File: src/rtl/layer_pp_pkg.sv
// Shared constants and helpers for the conv-layer post-processing stage:
// default widths, lane-slice macros and the ReLU/round/saturate function.
`ifndef LAYER_PP_SLICE
`define LAYER_PP_SLICE(vec, i, w) vec[(w)*(i) +: (w)]
`endif

`ifndef LAYER_PP_LANE18
`define LAYER_PP_LANE18(vec, i) `LAYER_PP_SLICE(vec, i, 18)
`endif

package layer_pp_pkg;

    localparam int W_IN  = 18;
    localparam int W_ACC = 24;
    localparam int W_OUT = 8;

    // Operates on a 64-bit signed sum so it serves any lane width; callers truncate.
    function automatic logic [31:0] sat_relu_round(input logic signed [63:0] s,
                                                   input int unsigned shift,
                                                   input int unsigned w_out);
        logic signed [63:0] r;
        logic signed [63:0] max_v;
        r = (s < 0) ? 64'sd0 : s;
        if (shift > 0)
            r = (r + (64'sd1 <<< (shift - 1))) >>> shift;
        max_v = (64'sd1 <<< w_out) - 64'sd1;
        if (r > max_v)
            r = max_v;
        return r[31:0];
    endfunction

endpackage

File: src/rtl/lane_postproc.sv
// One lane of the final-pass datapath: bias add at W_ACC+1 bits, then
// ReLU, round-half-up shift and unsigned saturation. Purely combinational.
module lane_postproc
    import layer_pp_pkg::*;
#(
    parameter int W_IN  = layer_pp_pkg::W_IN,
    parameter int W_ACC = layer_pp_pkg::W_ACC,
    parameter int SHIFT = 6,
    parameter int W_OUT = layer_pp_pkg::W_OUT
) (
    input  logic signed [W_ACC-1:0] acc_eff,
    input  logic signed [W_IN-1:0]  bias,
    output logic        [W_OUT-1:0] result
);

    // One extra bit so a full-scale accumulator plus full-scale bias cannot wrap.
    logic signed [W_ACC:0] s;

    assign s      = (W_ACC+1)'(acc_eff) + (W_ACC+1)'(bias);
    assign result = W_OUT'(sat_relu_round(64'(s), SHIFT, W_OUT));

endmodule

File: src/rtl/layer_accum_bias_relu.sv
// Post-adder-tree stage: accumulates N_PASSES beats per lane, and on the final
// beat adds bias, requantizes and registers the result behind valid/ready.
module layer_accum_bias_relu
    import layer_pp_pkg::*;
#(
    parameter int N_ADDER_TREE = 16,
    parameter int W_IN         = layer_pp_pkg::W_IN,
    parameter int N_PASSES     = 9,
    parameter int W_ACC        = layer_pp_pkg::W_ACC,
    parameter int SHIFT        = 6,
    parameter int W_OUT        = layer_pp_pkg::W_OUT,
    localparam int PW          = (N_PASSES > 1) ? $clog2(N_PASSES) : 1
) (
    input  logic                          clk,
    input  logic                          rst,
    input  logic                          in_valid,
    output logic                          in_ready,
    input  logic [N_ADDER_TREE*W_IN-1:0]  in_data,
    input  logic [N_ADDER_TREE*W_IN-1:0]  bias,
    output logic                          out_valid,
    input  logic                          out_ready,
    output logic [N_ADDER_TREE*W_OUT-1:0] out_data,
    output logic [PW-1:0]                 pass_idx
);

    if (N_PASSES < 1) begin : g_bad_passes
        $error("N_PASSES must be at least 1");
    end
    if (W_ACC < W_IN + $clog2(N_PASSES) + 1) begin : g_bad_wacc
        $error("W_ACC too narrow for W_IN partial sums over N_PASSES beats");
    end

    localparam logic [PW-1:0] LAST = PW'(N_PASSES - 1);

    logic                    final_beat;
    logic                    accept;
    logic signed [W_ACC-1:0] acc      [N_ADDER_TREE];
    logic signed [W_ACC-1:0] acc_next [N_ADDER_TREE];
    logic        [W_OUT-1:0] post     [N_ADDER_TREE];

    assign final_beat = (pass_idx == LAST);
    // Only the final beat can collide with an undrained output register.
    assign in_ready   = !final_beat || !out_valid || out_ready;
    assign accept     = in_valid && in_ready;

    for (genvar i = 0; i < N_ADDER_TREE; i++) begin : g_lane
        logic signed [W_IN-1:0]  lane_in;
        logic signed [W_IN-1:0]  lane_bias;
        logic signed [W_ACC-1:0] in_sext;

        assign lane_in   = `LAYER_PP_SLICE(in_data, i, W_IN);
        assign lane_bias = `LAYER_PP_SLICE(bias, i, W_IN);
        assign in_sext   = W_ACC'(lane_in);
        // Pass 0 restarts the group; with N_PASSES=1 pass_idx is always 0.
        assign acc_next[i] = (pass_idx == '0) ? in_sext : acc[i] + in_sext;

        lane_postproc #(
            .W_IN  (W_IN),
            .W_ACC (W_ACC),
            .SHIFT (SHIFT),
            .W_OUT (W_OUT)
        ) u_post (
            .acc_eff (acc_next[i]),
            .bias    (lane_bias),
            .result  (post[i])
        );
    end

    // NOTE: state uses <= so every lane updates from the same pre-edge values.
    always_ff @(posedge clk) begin
        if (rst) begin
            pass_idx  <= '0;
            out_valid <= 1'b0;
            out_data  <= '0;
            for (int i = 0; i < N_ADDER_TREE; i++)
                acc[i] <= '0;
        end else begin
            if (accept) begin
                for (int i = 0; i < N_ADDER_TREE; i++)
                    acc[i] <= acc_next[i];
                pass_idx <= final_beat ? '0 : pass_idx + PW'(1);
            end
            if (accept && final_beat) begin
                out_valid <= 1'b1;
                for (int i = 0; i < N_ADDER_TREE; i++)
                    out_data[W_OUT*i +: W_OUT] <= post[i];
            end else if (out_ready) begin
                out_valid <= 1'b0;
            end
        end
    end

endmodule
File: config.mk
export PLATFORM = sky130hd
export DESIGN_NAME = layer_accum_bias_relu
export DESIGN_NICKNAME = d
export VERILOG_FILES = /design/src/rtl/layer_pp_pkg.sv /design/src/rtl/lane_postproc.sv /design/src/rtl/layer_accum_bias_relu.sv
export SDC_FILE = /design/constraint.sdc
export NUM_CORES = 2
export LEC_CHECK = 0
export BUFFER_PORTS_ARGS = -buffer_cell sky130_fd_sc_hd__buf_2
export CORE_ASPECT_RATIO = 1.4
export CORE_MARGIN = 2
export CORE_UTILIZATION = 55
export CTS_BUF_LIST = sky130_fd_sc_hd__clkbuf_4 sky130_fd_sc_hd__clkbuf_8 sky130_fd_sc_hd__clkbuf_16
export DETAILED_ROUTE_END_ITERATION = 12
export GPL_TIMING_DRIVEN = 0
export HOLD_SLACK_MARGIN = 0.12
export PLACE_DENSITY_LB_ADDON = 0.2
export SETUP_SLACK_MARGIN = 0.5
export SLEW_MARGIN = 10
export SYNTH_ARGS = -nofsm -noshare
export SYNTH_HDL_FRONTEND = slang
export SYNTH_SLANG_ARGS = --single-unit
File: constraint.sdc
create_clock -name clk -period 39.3 [get_ports clk]
set_input_delay 11.79 -clock clk [delete_from_list [all_inputs] [get_ports clk]]
set_output_delay 11.79 -clock clk [all_outputs]
set_load 0.01 [all_outputs]
* After elaboration in Yosys (flattened, before gate mapping)
Memory sizes are Yosys's and may differ from the RTL's.
Cells that the tools add are included.
** Cells by class
- Add/subtract/negate cells :: 49
- Multiplexer cells :: 72
- Eq/ne operators :: 1
- Order comparisons :: 32
- Reductions and logical operators :: 8
- Bitwise logic cells :: 16
** Operators by type and width (count)
- 64-bit by 7-bit adder with 64-bit output (second input constant) :: 16
- 64-bit 2-to-1 mux :: 16
- 58-bit by 9-bit > comparator with 1-bit output (second input constant) :: 16
- 24-bit 2-to-1 mux :: 32
- 24-bit by 18-bit adder with 25-bit output :: 16
- 25-bit by 1-bit less-than comparator with 1-bit output (second input constant) :: 16
- 24-bit by 18-bit adder with 24-bit output :: 16
- 8-bit 2-to-1 mux :: 16
- 1-bit OR :: 16
- 1-bit 2-to-1 mux :: 7
- 4-bit by 1-bit adder with 4-bit output (second input constant) :: 1
- 4-bit equality test (second input constant) :: 1
- 4-bit logical NOT :: 1
- 4-bit 2-to-1 mux :: 1
- 1-bit logical AND :: 2
- 1-bit logical NOT :: 2
- 1-bit logical OR :: 2
- 2-bit nonzero test :: 1
** Storage, ports and cells
- Output and inout bits :: 134
- Memories :: 1
- Memory bits (writable) :: 384
- Flip-flop bits (word level) :: 133
- Word-level logic and storage cells :: 182
- Input port bits :: 580
** Memory list
- acc :: words 16, bits a word 24, rd ports 16, clocked after Yosys merged registers in 0, write ports 16, line layer_accum_bias_relu.sv:37 : logic signed [W_ACC-1:0] acc [N_ADDER_TREE];

* Logic depth before layout (Yosys ltp)
- Depth after elaboration :: 9
- Gate-level depth with buffers :: 37
- Mapped depth without buffers :: 34

* Modules after synthesis
Synthesis repeated with hierarchy kept, for this count alone.
** Unflattened totals
- Cells, all modules :: 9165
- Area total of the unflattened synthesis :: 71731.3 um^2
** Modules (own cells, without submodules)
- layer_accum_bias_relu :: cells each 4893, instances 1, area each 40881.7 um^2
- lane_postproc :: cells each 267, instances 16, area each 1928.1 um^2

* Worst setup path after synthesis
OpenSTA, ideal clock, no wires.
- Path kind :: input port to output port
- From :: input out_ready
- To :: output in_ready
- Setup slack :: 15.386 ns
- Arrival time :: 12.124 ns
- Stages :: 2
- Path through :: nand2b_1 -> nand2b_1
** On the way
- Longest elaborated chain between the ends :: 1
** RTL lines
- from (decl) :: line layer_accum_bias_relu.sv:21 : input logic out_ready,
- 1-bit logical OR :: line layer_accum_bias_relu.sv:43 : assign in_ready = !final_beat || !out_valid || out_ready;
- to (decl) :: line layer_accum_bias_relu.sv:17 : output logic in_ready,
Every way passes these cells.

* Worst setup path in the final report
Ends and elaborated chain as after synthesis.

==> results.yml <==
sta:
  setup_viol: 0
  slew_violations: 0
  max_freq_ghz: 0.0413
  hold_ws_ps: 496
  setup_ws_ps: 15100
  period_minus_slack_ps: 24200
  rsz0062_at_grt: "no"
  timing.final.hold_violations: 0
  finClkSkew_ps: 35.5
  slew_headroom: 0.0354
  tns_ps: 0
  max_slew.worst_pin.slew_ps: 1450
  period_share: 0.616
drt:
  postRouteAntennaNets: 0
  first_pass_iters: 6
  wl_um: 250000
  routedWlPerCell_um: 24.1
  viasPerCell: 6.40
  dr_total_vias: 66276
  dr.first_iter.drc_count: 5173
  drc: 0
cts:
  clk_path_buf_depth: 3
  clk_pin_slew_ps: 50
  h-tree-depth: 3
  cts_tree: "yes"
  ctsResizeCount: 0
  cts_setup_buffers: 0
  ctsHoldBuffers: 0
  clock_latency_ps: 690
  clock_tree.root_cell: "clkbuf_16"
  cts.sink_count: 517
  cts_buffers: 68
die:
  core-area_um2: 115000
  initial_core_util: 0.555
  die_w_um: 292
  fp-row-count: 147
  ioPinCount: 714
  die_h_um: 407
  die_area_um2: 119000
power_and_ir_drop:
  ir_worst_vdd_v: 0.0000387
  powerDensity_nw_per_um2: 47.5
  power.leakage_nw: 32.1
  finalPower_mw: 3.41
layout:
  syn_to_final_growth_pct: 12.9
  drive_gt1_frac: 0.120
  fillerInstances: 10482
  utilization: 0.626
  final_net_count: 10115
flow_run:
  drv_cap: 0
synthesis:
  yosys_warnings: 0
  synth_compound_area_frac: 0.252
  synthSimpleGateAreaFrac: 0.228
  synth_edf_count: 384
  synthAdderAreaFrac: 0.156
  ys_ff_latch: 517
  syn_inst: 7957
  syn-cell-area_um2: 63700
  synth_top_family_by_area: "compound AO/OA/AOI/OAI gates"
  ys.flop_type: "edfxtp_1"
  muxShareOfSynthArea: 0.0132
  ys_types: 112
  ys_seq_area_frac: 0.223
  synth_nets: 9320
  syn_avg_cell_area_um2: 8.00
  synth_xor_area_frac: 0.0967
  async_reset_ff_frac: 0
hold_path:
  holdCritPathClass: "flop to flop"
  hold_start: "out_data[110]$_SDFFE_PP0P_"
  holdPathEnd: "out_data[110]$_SDFFE_PP0P_"
  min_path_cells: 2
global_route:
  antenna_found_initial: 120
  grt_pass1_vias: 62997
  grt_pass1_wl_um: 365000
  grt_max_degree: 53
  grt.total_usage: 0.403
  gr-total-overflow: 0
worst_setup_path:
  slowest_delay_ps: 190
  reg2reg_to: "out_data[112]$_SDFFE_PP0P_"
  reg2regPathDepth: 29
  path_class: "input port to output port"
  slowest_stage: "nand2b_1"
  path_cells: "buf_2, nand2b_1, nand2b_1, buf_2"
  reg2reg_setup_slack_ps: 28000
  worstPathArrival_ps: 12410
  rr_startpoint: "pass_idx[0]$_SDFFE_PP0P_"
  worstPathRequired_ps: 27510
  worstSetupEndpointType: "output port"
  crit_fanout: 3
  critPathLaunchType: "input port"
placed_design:
  place_hpwl_um: 197000
  routabilityCongestion: 1.01
  dpl_worst_slack_ps: 15110
  port_buffers: 713
run_status:
  outcome: "complete, no violations"
-- cells by family after synthesis --
| logic type | Yosys count |
|---|---|
| XOR/XNOR | 701 |
| buffers and inverters | 519 |
| flip-flops | 517 |
| adder cells (fa/ha/maj) | 785 |
| AO/OA/AOI/OAI | 2421 |
| multiplexers | 82 |
| AND/OR/NAND/NOR | 2932 |
-- worst max-delay path, delay by kind of cell --
kind	cells	cell delay (ps)
buffers and inverters	2	240
and+or+nand+nor	2	370
-- power breakdown --
group / leakage [nW] / switching [mW] / internal (mW)
clock network: 1.14 / 0.284 / 0.378
registers: 5.27 / 0.0165 / 0.643
logic: 25.7 / 1.29 / 0.800
total: 32.1 / 1.59 / 1.82
-- cell type report --
| class | count | area (um2) | share of cell area |
|---|---|---|---|
| multi-input cells | 6921 | 47500 | 0.661 |
| flip-flops and latches | 517 | 14200 | 0.198 |
| repair buffers | 725 | 3860 | 0.0537 |
| clock buffers | 100 | 2070 | 0.0288 |
| well taps | 1490 | 1860 | 0.0260 |
| plain buffers | 261 | 1040 | 0.0145 |
| inverters | 258 | 968 | 0.0135 |
| diodes | 68 | 170 | 0.00237 |
| clock inverters | 23 | 164 | 0.00228 |
-- per-stage QoR --
step,area (um2),std cells
floorplan,63700,7957
global placement,69100,10160
detailed placement,69400,10172
CTS,71700,10295
global route,71700,10323
finish,71800,10363
-- worst max path at each step --
stage,start,to,slack (ps),depth (start not counted)
6_report,out_ready,in_ready,15100,4
4_1_cts,out_ready,in_ready,15110,4
3_5_place_dp,out_ready,in_ready,15110,4
3_3_place_gp,rst,acc[0][76]$_SDFFCE_PN0P_,9180,5
5_1_grt,out_ready,in_ready,15050,4
2_1_floorplan,out_ready,in_ready,15390,2
-- state kept, by name, indices dropped and copies added, names as in the netlist --
| signal | flops |
|---|---|
| out_data | 128 |
| out_valid | 1 |
| acc | 384 |
| pass_idx | 4 |
-- synthesized netlist by cell type (19+ instances only) --
master     count  share of area
nand2_1      869          0.051
ha_1         767           0.15
a21oi_1      736          0.058
nor2_1       676          0.040
xnor2_1      427          0.059
edfxtp_1     384           0.18
o21ai_0      381          0.030
xor2_1       273          0.038
inv_1        258          0.015
clkbuf_1     243          0.014
a21o_1       230          0.027
nand3_1      209          0.016
and2_1       208          0.020
nor3_1       181          0.014
a211oi_1     172          0.020
nor2b_1      157          0.015
dfxtp_1      133          0.042
o21a_1       111          0.013
and3_1        96         0.0094
nand2b_1      92         0.0090
o21bai_1      84         0.0099
a31oi_1       83         0.0082
nand4_1       80         0.0079
o31ai_1       75         0.0088
o211ai_1      74         0.0087
or3_1         69         0.0068
mux2i_1       65          0.010
or2_2         54         0.0053
a311oi_1      49         0.0067
nor4_1        42         0.0041
nor3b_1       40         0.0047
a211o_1       36         0.0050
a31o_2        33         0.0045
and4_1        32         0.0044
a41oi_1       29         0.0040
a21boi_0      27         0.0032
nand3b_1      27         0.0032
o211a_1       24         0.0038
o22ai_1       23         0.0023
o2111ai_1     21         0.0029
or4_1         21         0.0025
o311a_1       20         0.0031
o21ai_1       19         0.0015
-- metal layers --
layer  wire [um]  GRT usage  vias up
met2      114000      0.671     2785
met5         696          0        -
met1       87100      0.423    31237
met3       24300      0.112      894
li1            -          -    31256
met4       23100      0.339      104
-- cell usage in the layout (no fill, tap or decap), types with 42 or more instances in the layout --
cell,instances
o211ai_1,74
a211oi_1,172
nor2_1,676
a31oi_1,83
clkbuf_16,72
edfxtp_1,384
ha_1,767
or3_1,69
a311oi_1,49
buf_2,715
nand3_1,209
nor3_1,181
xor2_1,273
o21bai_1,84
inv_1,258
nand4_1,80
nand2b_1,91
nand2_1,869
a21o_1,230
o21ai_0,381
dfxtp_1,133
mux2i_1,65
nor4_1,42
clkbuf_1,208
or2_2,54
nor2b_1,157
xnor2_1,427
and3_1,96
o31ai_1,75
a21oi_1,736
o21a_1,111
and2_1,208
diode_2,68
No activity file was read; power rests on OpenSTA's default activity.
